**src/rtl/mario_inputs_pkg.sv**
```systemverilog
// Shared constants and types for the Mario Bros input conditioning block.
package mario_inputs_pkg;

    localparam int JOY_R      = 0;
    localparam int JOY_L      = 1;
    localparam int JOY_JUMP   = 4;
    localparam int JOY_START1 = 5;
    localparam int JOY_START2 = 6;
    localparam int JOY_COIN   = 7;
    localparam int JOY_TEST   = 8;

    localparam logic [7:0] DIP_INDEX = 8'd254;

    typedef struct packed {
        logic l;
        logic r;
    } lr_t;

    // A zero-length count still needs a one-bit register to stay legal.
    function automatic int cnt_width(input int n);
        return (n < 1) ? 1 : $clog2(n + 1);
    endfunction

endpackage

```
**src/rtl/mario_lr_arbiter.sv**
```systemverilog
// Per-player left/right arbiter: when both directions are held, the most recent press wins.
module mario_lr_arbiter
    import mario_inputs_pkg::*;
(
    input  logic i_clk,
    input  logic i_rst_n,
    input  lr_t  i_lr,
    output lr_t  o_lr
);

    lr_t  r_prev;
    lr_t  r_last;
    logic w_rise_l;
    logic w_rise_r;
    lr_t  w_last_nxt;

    assign w_rise_l = i_lr.l & ~r_prev.l;
    assign w_rise_r = i_lr.r & ~r_prev.r;

    // The updated history is used in the same cycle so a fresh press adds no latency.
    always_comb begin
        w_last_nxt = r_last;
        if (w_rise_l)
            w_last_nxt = '{l: 1'b1, r: 1'b0};
        else if (w_rise_r)
            w_last_nxt = '{l: 1'b0, r: 1'b1};
    end

    assign o_lr = (i_lr.l && i_lr.r) ? w_last_nxt : i_lr;

    always_ff @(posedge i_clk) begin
        if (!i_rst_n) begin
            r_prev <= '0;
            r_last <= '0;
        end else begin
            r_prev <= i_lr;
            r_last <= w_last_nxt;
        end
    end

endmodule

```
**src/rtl/mario_inputs.sv**
```systemverilog
// Converts MiSTer joystick words and the DIP download stream into the active-low
// switch buses of the Mario Bros core.
module mario_inputs
    import mario_inputs_pkg::*;
#(
    parameter int DEBOUNCE_CYC   = 24000,
    parameter int COIN_PULSE_CYC = 2400000
) (
    input  logic        I_CLK_24M,
    input  logic        I_RESETn,
    input  logic [15:0] I_JOY0,
    input  logic [15:0] I_JOY1,
    input  logic        I_IOCTL_WR,
    input  logic [7:0]  I_IOCTL_INDEX,
    input  logic [24:0] I_IOCTL_ADDR,
    input  logic [7:0]  I_IOCTL_DOUT,
    output logic [7:0]  O_SW1,
    output logic [7:0]  O_SW2,
    output logic [7:0]  O_DIPSW,
    output logic        O_DIP_VALID
);

    localparam int DB_W = cnt_width(DEBOUNCE_CYC);
    localparam int PL_W = cnt_width(COIN_PULSE_CYC);

    logic [15:0]     r_joy0;
    logic [15:0]     r_joy1;
    logic [7:0]      r_sw1;
    logic [7:0]      r_sw2;
    logic            r_stable_d;
    logic [PL_W-1:0] r_pulse_cnt;
    logic [7:0]      r_dipsw      = '0;
    logic            r_dip_valid  = 1'b0;

    logic w_start1;
    logic w_start2;
    logic w_test;
    logic w_coin_raw;
    logic w_coin_stable;
    logic w_coin_pulse;
    lr_t  w_lr0;
    lr_t  w_lr1;
    logic w_unused;

    assign w_unused = ^{r_joy0[15:9], r_joy0[3:2], r_joy1[15:9], r_joy1[3:2]};

    // Stage 1: joystick capture.
    always_ff @(posedge I_CLK_24M) begin
        r_joy0 <= I_JOY0;
        r_joy1 <= I_JOY1;
    end

    assign w_start1   = r_joy0[JOY_START1] | r_joy1[JOY_START1];
    assign w_start2   = r_joy0[JOY_START2] | r_joy1[JOY_START2];
    assign w_test     = r_joy0[JOY_TEST]   | r_joy1[JOY_TEST];
    assign w_coin_raw = r_joy0[JOY_COIN]   | r_joy1[JOY_COIN];

    mario_lr_arbiter u_arb0 (
        .i_clk   (I_CLK_24M),
        .i_rst_n (I_RESETn),
        .i_lr    ({r_joy0[JOY_L], r_joy0[JOY_R]}),
        .o_lr    (w_lr0)
    );

    mario_lr_arbiter u_arb1 (
        .i_clk   (I_CLK_24M),
        .i_rst_n (I_RESETn),
        .i_lr    ({r_joy1[JOY_L], r_joy1[JOY_R]}),
        .o_lr    (w_lr1)
    );

    // Coin debouncer: any sample equal to the accepted level restarts the run.
    generate
        if (DEBOUNCE_CYC == 0) begin : g_db_bypass
            assign w_coin_stable = w_coin_raw;
        end else begin : g_db
            logic [DB_W-1:0] r_db_cnt;
            logic            r_db_stable;

            always_ff @(posedge I_CLK_24M) begin
                if (!I_RESETn) begin
                    r_db_cnt    <= '0;
                    r_db_stable <= 1'b0;
                end else if (w_coin_raw == r_db_stable) begin
                    r_db_cnt <= '0;
                end else if (r_db_cnt == DB_W'(DEBOUNCE_CYC - 1)) begin
                    r_db_cnt    <= '0;
                    r_db_stable <= w_coin_raw;
                end else begin
                    r_db_cnt <= r_db_cnt + 1'b1;
                end
            end

            assign w_coin_stable = r_db_stable;
        end
    endgenerate

    // Coin pulser: one fixed-width pulse per accepted press, no retrigger.
    always_ff @(posedge I_CLK_24M) begin
        if (!I_RESETn) begin
            r_stable_d  <= 1'b0;
            r_pulse_cnt <= '0;
        end else begin
            r_stable_d <= w_coin_stable;
            if (w_coin_stable && !r_stable_d && r_pulse_cnt == '0)
                r_pulse_cnt <= PL_W'(COIN_PULSE_CYC);
            else if (r_pulse_cnt != '0)
                r_pulse_cnt <= r_pulse_cnt - 1'b1;
        end
    end

    assign w_coin_pulse = (r_pulse_cnt != '0);

    // Stage 2: active-low switch buses.
    always_ff @(posedge I_CLK_24M) begin
        if (!I_RESETn) begin
            r_sw1 <= 8'hFF;
            r_sw2 <= 8'hFF;
        end else begin
            r_sw1 <= {~w_test, ~w_start2, ~w_start1, ~r_joy0[JOY_JUMP],
                      2'b11, ~w_lr0.l, ~w_lr0.r};
            r_sw2 <= {2'b11, ~w_coin_pulse, ~r_joy1[JOY_JUMP],
                      2'b11, ~w_lr1.l, ~w_lr1.r};
        end
    end

    // The DIP byte survives core reset, which is pulsed after the download.
    always_ff @(posedge I_CLK_24M) begin
        if (I_IOCTL_WR && I_IOCTL_INDEX == DIP_INDEX && I_IOCTL_ADDR == 25'd0) begin
            r_dipsw     <= I_IOCTL_DOUT;
            r_dip_valid <= 1'b1;
        end
    end

    assign O_SW1       = r_sw1;
    assign O_SW2       = r_sw2;
    assign O_DIPSW     = r_dipsw;
    assign O_DIP_VALID = r_dip_valid;

endmodule
```
**config.mk**
```make
export PLATFORM = sky130hd
export DESIGN_NAME = mario_inputs
export DESIGN_NICKNAME = d
export VERILOG_FILES = /design/src/rtl/mario_inputs_pkg.sv /design/src/rtl/mario_lr_arbiter.sv /design/src/rtl/mario_inputs.sv
export SDC_FILE = /design/constraint.sdc
export NUM_CORES = 1
export LEC_CHECK = 0
export ABC_AREA = 1
export CORE_MARGIN = 2
export CORE_UTILIZATION = 47
export DETAILED_ROUTE_END_ITERATION = 10
export MAX_ROUTING_LAYER = met4
export PLACE_DENSITY = 0.8
export SYNTH_ARGS = -nofsm -noshare
export SYNTH_HDL_FRONTEND = slang
export SYNTH_HIERARCHICAL = 1
export SYNTH_SLANG_ARGS = --single-unit
```
**constraint.sdc**
```tcl
create_clock -name I_CLK_24M -period 1.8 [get_ports I_CLK_24M]
set_input_delay 0.27 -clock I_CLK_24M [delete_from_list [all_inputs] [get_ports I_CLK_24M]]
set_output_delay 0.27 -clock I_CLK_24M [all_outputs]
set_load 0.05 [all_outputs]
```
==> metrics.cfg <==
[timing]
slew_headroom=0.650
rsz0062_at_grt=no
finalCritPeriodShare=0.974
setup_viol=0
fin_crit_ns=1.75
worst_slack_ns=0.0467
fmax_mhz=570
final_hold_viol_count=0
holdWs_ns=0.349
drv_slew=0
tns_ns=0
tightest_slew_ns=0.525
finalClockSkew_ns=0.00628

[global_route]
grt_max_degree=24
gr-total-overflow=0
grt_pass1_wl_um=11700
grt.total_usage=0.196
antenna_found_initial=0
grt_pass1_vias=2755

[yosys]
synthTopCellsByArea=dfxtp_1 (41%), nand2_1 (13%), edfxtp_1 (7.0%), nor2_1 (6.9%), inv_1 (5.1%)
synthDominantCellAreaShare=0.415
ys_warn_count=6
async_flop_share=0
synth_seq_area_share=0.485
synth_edf_count=8
synth_top_cell_by_area=dfxtp_1
avgSynthCellArea_um2=7.79
synth-main-ff-cell=dfxtp_1
synth_seq_cells=79
synth_cell_types=34
syn-cell-area_um2=3430
netlist_instances=440

[finish]
seq_area_um2=1660
nets=605
drive_gt1_frac=0.118
num_antenna_cells=0
n_fill_cell=630
areaGrowthSynthToFinish_pct=30.9
multi_input_area_um2=1500

[drt]
drt_wl_total_um=6930
drt-initial-drc-count=104
avgRoutedWirePerCell_um=11.0
drc=0
ant_nets=0
firstDrtPassIters=4
vias_per_cell=4.58
vias=2887

[critical_path]
slowest_stage=clkdlybuf4s50_1
crit_path_start_kind=register
worstPathArrival_ns=1.48
path_cells=clkdlybuf4s50_1
crit_type=register to output port
path_buf_inv=1
critPathMaxFanout=1
crit_family=buffers and inverters
worstPathRequired_ns=1.53
endpoint_kind=output port
max_stage_delay_ns=0.80

[placement]
place.gp.congestion=0.915
pre_cts_slack_ns=0.0870
hpwl_um=5240
port_buffers=75

[power]
p_sw_mw=2.01
ir_drop_mv=0.833
pwr-share-seq=0.399
switching_share=0.383
power-per-cell-area_nw_per_um2=1170
combPwrFrac=0.364
clkPwrFrac=0.237
p_leak_nw=2.07
internal_power_mw=3.23

[die]
placementRows=31
die_y_um=89.4
coreArea_um2=7140
start_util=0.480
die-area_um2=7990
dieWidth_um=89.4
ios=101

[clock_tree]
cts.sinks=79
cts_hold_buf=0
htreeDepth=3
cts_tree=done
cts_buffers=9
clk_path_buf_depth=2
clk_latency_ns=0.35
clkTransAtPathRegs_ns=0.08
root_buffer=clkbuf_8

[status]
outcome=completed

[run]
cap_violations=0

[worst_hold_path]
min_path_type=primary input to register

final cells by class:
cell class | instances | share of cell area
Clock buffer | 10 | 0.0307
Clock inverter | 6 | 0.0117
Inverter | 51 | 0.0427
Multi-Input combinational cell | 303 | 0.334
Sequential cell | 79 | 0.371
Tap cell | 99 | 0.0276
Timing Repair Buffer | 83 | 0.183
synthesized netlist by cell type, types with 2 or more instances:
| cell | n |
|---|---|
| a21oi_1 | 18 |
| a21oi_2 | 2 |
| buf_2 | 2 |
| buf_4 | 7 |
| buf_6 | 3 |
| dfxtp_1 | 71 |
| edfxtp_1 | 8 |
| ha_1 | 2 |
| inv_1 | 47 |
| inv_2 | 4 |
| nand2_1 | 119 |
| nand2_2 | 5 |
| nand3_1 | 22 |
| nand3b_1 | 5 |
| nand4_1 | 8 |
| nor2_1 | 63 |
| nor2_2 | 13 |
| nor2_4 | 3 |
| nor3_1 | 3 |
| nor3_2 | 3 |
| nor3_4 | 2 |
| nor4_1 | 5 |
| o21ai_0 | 5 |
| xnor2_1 | 4 |
| xor2_1 | 7 |
power groups by stage:
stage               Clock [mW]  Combinational, mW  Sequential, mW
detailed placement           0               1.89            2.13
global placement             0               1.85            2.12
finish                    1.24               1.91            2.09
CTS                       1.27               1.91            2.09
floorplan                    0               1.39            2.17
global route              1.35               2.14            2.11
kinds of logic (layout without fill, tap and decap cells):
| logic type | Yosys count | after routing | share of synthesized area |
|---|---|---|---|
| xor+xnor | 11 | 11 | 0.0281 |
| compound gates | 26 | 26 | 0.0409 |
| buf+inv | 64 | 150 | 0.0851 |
| simple gates | 257 | 257 | 0.353 |
| other cells | 1 | 7 | 0.00109 |
| flops | 79 | 79 | 0.485 |
| fa+ha+maj | 2 | 2 | 0.00730 |
stage by stage:
step / power, mW / std cells / util / area (um^2)
final: 5.24 / 631 / 0.628 / 4480
after global routing: 5.60 / 631 / 0.628 / 4480
after CTS: 5.27 / 631 / 0.626 / 4470
after detailed placement: 4.02 / 615 / 0.599 / 4280
after global placement: 3.97 / 615 / 0.599 / 4280
after floorplan: 3.56 / 446 / - / 3450
per-layer routing:
| layer | GRT usage | vias to the layer above | routed length (um) | share of wire |
|---|---|---|---|---|
| li1 | - | 1542 | - | - |
| met1 | 0.221 | 1285 | 3050 | 0.44 |
| met2 | 0.329 | 49 | 3520 | 0.51 |
| met3 | 0.0536 | 11 | 259 | 0.037 |
| met4 | 0.0760 | 0 | 109 | 0.016 |
| met5 | - | - | 0 | 0 |
registers in the layout, summed over array words and instances, names as in the netlist:
| signal | cells |
|---|---|
| r_pulse_cnt | 22 |
| O_SW1 | 6 |
| r_joy1 | 7 |
| u_arb0/r_last | 2 |
| g_db.r_db_stable | 1 |
| g_db.r_db_cnt | 15 |
| r_joy0 | 7 |
| u_arb0/r_prev | 2 |
| u_arb1/r_prev | 2 |
| u_arb1/r_last | 2 |
| r_stable_d | 1 |
| O_DIPSW | 8 |
| O_SW2 | 4 |
path summary, 6_finish.rpt:
kind                                      from              to  slack (ns)  cells after the start
worst max-delay path                  O_SW1[7]        O_SW1[7]        0.05                      1
worst min register to register       r_joy0[4]        O_SW1[4]        0.37                      1
worst min-delay path                 I_JOY1[1]       r_joy1[1]        0.35                      1
worst max register to register  r_pulse_cnt[0]  r_pulse_cnt[0]        0.13                      8
layout by cell type, fill, tap and decap left out, drive strengths merged:
cell type | netlist | routed
a21oi | 20 | 20
and2 | 1 | 1
buf | 12 | 11
clkbuf | 1 | 10
clkdlybuf4s50 | 0 | 65
clkinv | 0 | 1
clkinvlp | 0 | 2
conb | 1 | 7
dfxtp | 71 | 71
dlymetal6s2s | 0 | 7
edfxtp | 8 | 8
ha | 2 | 2
inv | 51 | 54
nand2 | 125 | 125
nand3 | 23 | 23
nand3b | 5 | 5
nand4 | 9 | 9
nor2 | 79 | 79
nor3 | 8 | 8
nor3b | 1 | 1
nor4 | 5 | 5
o21ai | 5 | 5
o21bai | 1 | 1
or2 | 1 | 1
xnor2 | 4 | 4
xor2 | 7 | 7
repair_timing:
action	CTS	global route
setup endpoints to repair	0	7
buffers inserted	0	0
gates resized for setup	0	7
Power figures use the tool's default switching activity.
